`src/rtl/elev_call_dispatcher.sv`:
```
// Elevator call dispatcher: latches floor calls and picks the next target using a sweep.
// Optional door over-time reporting is enabled by defining DISPATCH_OVERTIME_EN.
module elev_call_dispatcher #(
    parameter int DOOR_HOLD = 4,
    parameter int OT_LIMIT  = 16
) (
    input  logic       clk,
    input  logic       reset,
    input  logic [7:0] call_btn,
    input  logic [7:0] current_floor,
    input  logic       complete,
    input  logic       door_block,
    output logic [7:0] request_floor,
    output logic [7:0] pending,
    output logic       door_open,
    output logic       over_time,
    output logic       sweep_up,
    output logic       busy
);

    localparam int CW = $clog2(OT_LIMIT + 1);
    localparam logic [CW-1:0] HOLD_LAST = CW'(DOOR_HOLD - 1);
    localparam logic [CW-1:0] OT_MAX = CW'(OT_LIMIT);

    typedef enum logic [1:0] {
        IDLE,
        SELECT,
        MOVE,
        DOOR
    } state_t;

    state_t state, state_nxt;

    logic [CW-1:0] cnt, cnt_nxt;
    logic [7:0] pending_nxt;
    logic [7:0] request_nxt;
    logic sweep_nxt;
    logic hold_door;
    logic cf_onehot;
    logic at_call;
    logic call_here;
    logic [7:0] below_mask, above_mask;
    logic [7:0] up_hits, dn_hits;
    logic [7:0] tgt;
    logic tgt_found;
    logic tgt_flip;

    function automatic logic [7:0] lowest_bit(input logic [7:0] v);
        lowest_bit = v & (~v + 8'd1);
    endfunction

    function automatic logic [7:0] highest_bit(input logic [7:0] v);
        logic [7:0] r;
        r = '0;
        for (int i = 0; i < 8; i++) begin
            if (v[i]) begin
                r = '0;
                r[i] = 1'b1;
            end
        end
        highest_bit = r;
    endfunction

`ifdef DISPATCH_OVERTIME_EN
    logic ot_q;

    assign hold_door = door_block;
    assign over_time = ot_q;

    always_ff @(posedge clk) begin
        if (reset) begin
            ot_q <= 1'b0;
        end else if (state_nxt != DOOR) begin
            ot_q <= 1'b0;
        end else if (state == DOOR && cnt_nxt == OT_MAX) begin
            ot_q <= 1'b1;
        end
    end
`else
    logic unused_door_block;

    assign unused_door_block = door_block;
    assign hold_door = 1'b0;
    assign over_time = 1'b0;
`endif

    assign cf_onehot = (current_floor != 8'd0)
                    && ((current_floor & (current_floor - 8'd1)) == 8'd0);
    assign at_call = |(pending & current_floor);
    assign call_here = |(call_btn & current_floor);

    // Nearest call in the sweep direction, else nearest behind us with a reversal.
    always_comb begin
        below_mask = current_floor - 8'd1;
        above_mask = ~(current_floor | below_mask);
        up_hits = pending & above_mask;
        dn_hits = pending & below_mask;
        tgt = 8'd0;
        tgt_found = 1'b0;
        tgt_flip = 1'b0;
        if (sweep_up) begin
            if (|up_hits) begin
                tgt = lowest_bit(up_hits);
                tgt_found = 1'b1;
            end else if (|dn_hits) begin
                tgt = highest_bit(dn_hits);
                tgt_found = 1'b1;
                tgt_flip = 1'b1;
            end
        end else begin
            if (|dn_hits) begin
                tgt = highest_bit(dn_hits);
                tgt_found = 1'b1;
            end else if (|up_hits) begin
                tgt = lowest_bit(up_hits);
                tgt_found = 1'b1;
                tgt_flip = 1'b1;
            end
        end
    end

    always_ff @(posedge clk) begin
        if (reset) begin
            state <= IDLE;
        end else begin
            state <= state_nxt;
        end
    end

    always_comb begin
        state_nxt = state;
        unique case (state)
            IDLE: begin
                if ((|pending) && cf_onehot) state_nxt = SELECT;
            end
            SELECT: begin
                if (at_call) state_nxt = DOOR;
                else if (tgt_found) state_nxt = MOVE;
                else state_nxt = IDLE;
            end
            MOVE: begin
                if (complete && current_floor == request_floor) state_nxt = DOOR;
            end
            DOOR: begin
                if (!call_here && cnt >= HOLD_LAST && !hold_door) begin
                    state_nxt = (|pending) ? SELECT : IDLE;
                end
            end
            default: state_nxt = IDLE;
        endcase
    end

    always_comb begin
        busy = (state != IDLE);
        door_open = (state == DOOR);
    end

    // In DOOR the current floor's bit is cleared every cycle so a press there is absorbed.
    always_comb begin
        pending_nxt = pending | call_btn;
        if (state == DOOR) begin
            pending_nxt = (pending | (call_btn & ~current_floor)) & ~current_floor;
        end else if (state_nxt == DOOR) begin
            pending_nxt = (pending & ~current_floor) | call_btn;
        end
    end

    always_comb begin
        cnt_nxt = '0;
        if (state == DOOR && state_nxt == DOOR && !call_here) begin
            cnt_nxt = (cnt == OT_MAX) ? cnt : cnt + CW'(1);
        end
    end

    always_comb begin
        request_nxt = request_floor;
        sweep_nxt = sweep_up;
        if (state == IDLE) begin
            request_nxt = current_floor;
        end else if (state == SELECT && state_nxt == MOVE) begin
            request_nxt = tgt;
            sweep_nxt = sweep_up ^ tgt_flip;
        end
    end

    always_ff @(posedge clk) begin
        if (reset) begin
            pending <= 8'd0;
            request_floor <= 8'h01;
            sweep_up <= 1'b1;
            cnt <= '0;
        end else begin
            pending <= pending_nxt;
            request_floor <= request_nxt;
            sweep_up <= sweep_nxt;
            cnt <= cnt_nxt;
        end
    end

endmodule

```
`config.mk`:
```
export PLATFORM = sky130hd
export DESIGN_NAME = elev_call_dispatcher
export DESIGN_NICKNAME = d
export VERILOG_FILES = /design/src/rtl/elev_call_dispatcher.sv
export SDC_FILE = /design/constraint.sdc
export NUM_CORES = 1
export LEC_CHECK = 0
export CAP_MARGIN = 20
export CORE_MARGIN = 2
export CORE_UTILIZATION = 55
export DETAILED_ROUTE_END_ITERATION = 10
export GPL_ROUTABILITY_DRIVEN = 0
export GPL_TIMING_DRIVEN = 0
export PLACE_DENSITY = 0.85
export SLEW_MARGIN = 20
export SYNTH_ARGS = -nofsm -noshare
export SYNTH_HDL_FRONTEND = slang
export SYNTH_SLANG_ARGS = --single-unit
```
`constraint.sdc`:
```
create_clock -name clk -period 7.9 [get_ports clk]
set_input_delay 2.37 -clock clk [delete_from_list [all_inputs] [get_ports clk]]
set_output_delay 2.37 -clock clk [all_outputs]
set_load 0.03 [all_outputs]
```
After elaboration in Yosys (flattened, before gate mapping)

Index checks and enable logic that the tools add are counted.

Memories: 0
Output and inout bits: 20
Latch bits: 0
Register bits: 24
Logic and storage cells: 87
Input port bits: 20
Memory bits (read-only): 0
RAM bits: 0

Divide/modulo/power cells: 0
Add/subtract/negate cells: 3
Equality and inequality tests: 7
Shifts and indexed selects: 0
Mux-type cells: 32
Bitwise gates (word level): 19
Multipliers: 0
Magnitude comparators: 1
Reduce and logical (&&, ||, !) cells: 20

Operators by type and width:

| cell                                                | number |
|---|---|
| two-way mux 8 bit                                   | 16 |
| bitwise AND 8 bit                                   | 9 |
| OR reduction 8 bit                                  | 5 |
| bitwise OR 8 bit                                    | 4 |
| NOT 8 bit                                           | 3 |
| two-way mux 1 bit                                   | 10 |
| two-way mux 2 bit                                   | 5 |
| adder 8 x 1 -> 8 bit, second input constant         | 1 |
| == test 2 bit, second input constant                | 4 |
| == test 8 bit                                       | 1 |
| logical NOT 8 bit                                   | 1 |
| case mux 2 bit (4 select lines)                     | 1 |
| nonzero test 8 bit                                  | 1 |
| subtractor 8 x 1 -> 8 bit, second input constant    | 1 |
| logical AND 1 bit                                   | 7 |
| adder 5 x 1 -> 5 bit, second input constant         | 1 |
| == test 5 bit, second input constant                | 1 |
| >= comparator 5 x 2 -> 1 bit, second input constant | 1 |
| nonzero test 2 bit                                  | 2 |
| == test 2 x 1 -> 1 bit, second input constant       | 1 |
| logical NOT 2 bit                                   | 1 |
| NOT 1 bit                                           | 2 |
| AND reduction 2 bit                                 | 1 |
| OR reduction 2 bit                                  | 1 |
| other kinds (2)                                     | 2 |

Depth between registers and ports, before layout

Word-level depth: 16
Depth in mapped cells: 12
Depth with buffers taken out: 10

Least setup slack after synthesis

No wires, ideal clock.

Path type: input to register
From: input current_floor[3]
To: register pending[7]
Data required time: 7.814 ns
Data arrival time: 5.084 ns
Setup slack: 2.731 ns
Cell stages on the path: 10
Setup time: 0.086 ns
Buffers on the path: 1
Cells stage by stage: clkbuf_1 > nor4_1 > nand2_1 > ha_1 > a222oi_1 > nand4_2 > or2_4 > o31ai_4 > o31ai_1 > a211oi_1

Longest elaborated chain between the ends: 14
Elaborated cells between the ends (all ways): 34
Those cells by class: add/sub: 1; eq/ne: 2; mux: 13; bitwise: 7; reduce/logical: 11

RTL lines:

| what                                | RTL line | text |
|---|---|---|
| start, declared                     | 10       | `input logic [7:0] current_floor,` |
| subtractor 8 x 1 -> 8 bit           | 88, 94   |  |
| bitwise OR 8 bit                    | 95       | `above_mask = ~(current_floor \| below_mask);` |
| NOT 8 bit                           | 95       |  |
| bitwise AND 8 bit                   | 96       | `up_hits = pending & above_mask;` |
| OR reduction 8 bit                  | 102, 114 |  |
| two-way mux 1 bit                   | 114      | `end else if (\|up_hits) begin` |
| two-way mux 1 bit                   | 111      | `if (\|dn_hits) begin` |
| two-way mux 1 bit                   | 101      | `if (sweep_up) begin` |
| two-way mux 2 bit                   | 138      | `else if (tgt_found) state_nxt = MOVE;` |
| two-way mux 2 bit                   | 137      | `if (at_call) state_nxt = DOOR;` |
| case mux 2 bit (4 select lines) (*) | 132      | `unique case (state)` |
| == test 2 bit (*)                   | 163      | `end else if (state_nxt == DOOR) begin` |
| two-way mux 8 bit (*)               | 163      |  |
| two-way mux 8 bit (*)               | 161      | `if (state == DOOR) begin` |
| end signal, assigned                | 193      | `pending <= pending_nxt;` |
| end, declared                       | 14       | `output logic [7:0] pending,` |

Every way passes the cells marked *; elsewhere a longest branch is shown, timed or not.
A chain may end at the register's enable or synchronous reset.

Worst setup path in the final report

From: input current_floor[2]
To: register pending[0]

Same word-level chain as after synthesis.

==> key figures <==
Logic synthesis
  • Sequential cell area fraction in the yosys report: 0.2503
  • Post-synth cell types: 48
  • Mapped Area: about 1900 sq um
  • Yosys warning total: 0
  • Post-synth top area cell: dfxtp_1
  • Post-Syn Instances: 240
  • Top cells by area, synth: dfxtp_1 (25%), ha_1 (11%), a211oi_1 (4.7%)
  • Flop and latch count out of synthesis: 24
  • Mean area per synthesized cell: 7.997 sq um
  • Share of the synthesized area in the top cell type: 0.2503

Clock tree
  • Sink Count: 24
  • Maximum clock path buffer count: 2
  • Number of H-tree levels: 1
  • Reg clk slew, reported paths: around 0.15 ns
  • Num CTS Buffers: 3
  • PostCTS Resize Cnt: 0
  • Skew-Pair Late Insertion Delay: approximately 0.34 ns
  • CTS Root Cell: clkbuf_4
  • CTS tree: done
  • Hold_buf cts: 0
  • Setup bufs post-CTS: 0

Critical path
  • Slowest cell on crit path: a222oi_1
  • RR Startpoint: pending[7]
  • Crit path to: pending[0]
  • Reg2Reg Setup Slack: 5.04 ns
  • Crit. End Element: flip-flop
  • CP Launch Type: input pin
  • Crit-path max FO: 10
  • Cells along the critical path: clkdlybuf4s50_1 -> clkbuf_1 -> nor3_1 -> nand2_1 -> ha_1 -> a222oi_1 -> nand4_2 -> or2_4 -> o31ai_4 -> o31ai_1 -> a211oi_1
  • Worst path max stage delay: 0.85 ns
  • R2R depth: 7
  • Reg2reg end: pending[0]
  • Path type of the worst setup path: in -> reg
  • Req. time, crit path: 8.17 ns
  • Worst Setup SP: current_floor[2]
  • Critical Path AT: approximately 6.3 ns

Drt
  • Vias: roughly 2100
  • Drt wl/cell: roughly 17 um
  • WL final: between 5 and 6 mm
  • Drc violations: 0
  • Avg Vias per Cell: 6.358
  • DRT Pass-1 Iters: 5
  • Initial DRC Count: 254
  • Routed Antenna Nets: 0

Timing
  • Worst hold slack: roughly 0.56 ns
  • Fmax: between 150 and 200 MHz
  • Period utilisation layout: 0.7575
  • Final Slew Violations: 0
  • Setup Skew: ~0.008 ns
  • Rel. slew slack: 0.3374
  • Slew of the pin with the lowest slew margin: around 0.99 ns
  • Hold Vio Cnt, Final: 0
  • Setup TNS: 0 ns
  • Period minus WS final: 5.985 ns
  • RSZ-0062 raised after global routing: no
  • Final setup fails: 0

Floorplanning
  • Die area: 3978 sq um
  • Initial core utilization: 0.5752
  • DIE HEIGHT: between 60 and 70 um
  • Core ar.: between 3000 and 4000 sq um
  • IO Pins: 40
  • Row count: 21
  • Chip width: about 63 um

Global routing
  • Grt ovf: 0
  • All-Layer GR Usage: 0.2952
  • First-pass GRT wire length: approximately 9.5 mm
  • Pin count of the biggest net entering global routing: 15
  • Initial antenna violation count: 0
  • Vias in the first global route: about 2000

Power
  • Leak pwr: a little over 0.9 nW
  • PD cells: around 140 nW/um^2
  • Peak VDD IR: 0.00009430 V

Finish
  • Total Nets Final: about 320
  • Ant. Diodes: 0
  • Ratio of cells with drive above 1 in the final layout: 0.05282
  • Commonest non-fill, non-tap cells in the layout: clkdlybuf4s50_1 (37), dfxtp_1 (24), nand2_1 (21)
  • Fin util: 0.7225
  • Most common cell after layout, fill and taps aside: clkdlybuf4s50_1
  • Layout Area Growth over Synthesis: 25.62%
  • Non-filler cells, final: between 300 and 400

Place
  • Inst Count DP: approximately 330
  • Hpwl dp: approximately 4.2 mm
  • Port buffer count: 37

Status
  • Status: finished clean

Hold path
  • Hold Crit Class: reg -> reg
  • Cells on Worst Hold Path: 2

Run
  • Max-cap violations: 0
[worst max-delay path: cells and delay by family]
family | cells | cell delay [ns]
fa+ha+maj | 1 | 0.36
buf+inv | 2 | 0.69
compound gates | 4 | 1.66
simple gates | 4 | 1.17
[worst min path at each step]
| stage | from | end | slack, ns |
|---|---|---|---|
| 6_report | request_floor[5] | request_floor[5] | 0.56 |
| 5_1_grt | request_floor[5] | request_floor[5] | 0.62 |
| 4_1_cts | request_floor[5] | request_floor[5] | 0.56 |
| 3_5_place_dp | request_floor[5] | request_floor[5] | 0.54 |
| 3_3_place_gp | request_floor[5] | request_floor[5] | 0.53 |
| 2_1_floorplan | cnt[0] | cnt[0] | 0.60 |
[cells in the mapped netlist (all sizes together)]
cell / instances
nand4b: 4
ha: 17
a31oi: 2
o21ai: 7
and2: 2
a2111oi: 2
mux2: 1
a311oi: 2
o31ai: 11
a21oi: 11
nand2: 21
and3: 4
nor4: 4
a221oi: 3
or4: 2
a22oi: 7
dfxtp: 24
nor3: 7
nand3: 8
a211oi: 12
a22o: 2
o221a: 1
nor2: 16
a41o: 1
buf: 4
inv: 15
and4b: 2
o311a: 1
clkbuf: 13
o32ai: 1
xnor2: 9
nand2b: 3
nand4: 9
a2bb2oi: 1
a222oi: 3
nor2b: 1
nor3b: 1
or2: 2
and4: 1
a32oi: 2
conb: 1
[power breakdown]
part | switching, mW | leakage (nW) | total (mW) | internal (mW)
sequential | 0.00838 | 0.199 | 0.136 | 0.128
combinational | 0.0617 | 0.706 | 0.106 | 0.0441
clock | 0.0435 | 0.0279 | 0.0949 | 0.0514
[routing by layer]
| metal | global-route usage | vias to the layer above | share of wire | wire (um) |
|---|---|---|---|---|
| li1 | - | 993 | - | - |
| met1 | 0.3980 | 949 | 0.43 | 2424 |
| met2 | 0.4721 | 127 | 0.44 | 2495 |
| met3 | 0.02857 | 29 | 0.080 | 451 |
| met4 | 0.1417 | 0 | 0.043 | 240 |
| met5 | 0 | - | 0 | 0 |
[state kept, by name (all words and copies together), names as in the netlist]
register / count
request_floor: 8
sweep_up: 1
pending: 8
cnt: 5
state: 2
[logic make-up after synthesis]
| kind of cell | count (synthesis) | share of synthesized area |
|---|---|---|
| simple gates | 87 | 0.2503 |
| fa+ha+maj | 17 | 0.1108 |
| mux | 1 | 0.005867 |
| compound gates | 69 | 0.2699 |
| xor+xnor | 9 | 0.04107 |
| flops | 24 | 0.2503 |
| buf+inv | 32 | 0.06975 |
| other cells | 1 | 0.001954 |
[stage by stage]
step / area [sq um] / setup WS, ns / power, mW
finish: 2411 / 1.915 / 0.3371
global route: 2411 / 1.555 / 0.3507
CTS: 2411 / 1.993 / 0.3328
detailed placement: 2359 / 1.644 / 0.2412
global placement: 2359 / 1.664 / 0.2397
floorplan: 1931 / 2.731 / 0.2025
[area by class of cell]
class / count / area [sq um]
Multi-Input combinational cell: 187 / 1316
Fill cell: 286 / 925.9
Sequential cell: 24 / 480.5
Timing Repair Buffer: 37 / 370.4
Buffer: 17 / 77.57
Tap cell: 46 / 57.56
Inverter: 15 / 56.30
Clock inverter: 1 / 30.03
Clock buffer: 3 / 22.52
Power figures use the tool's default switching activity.
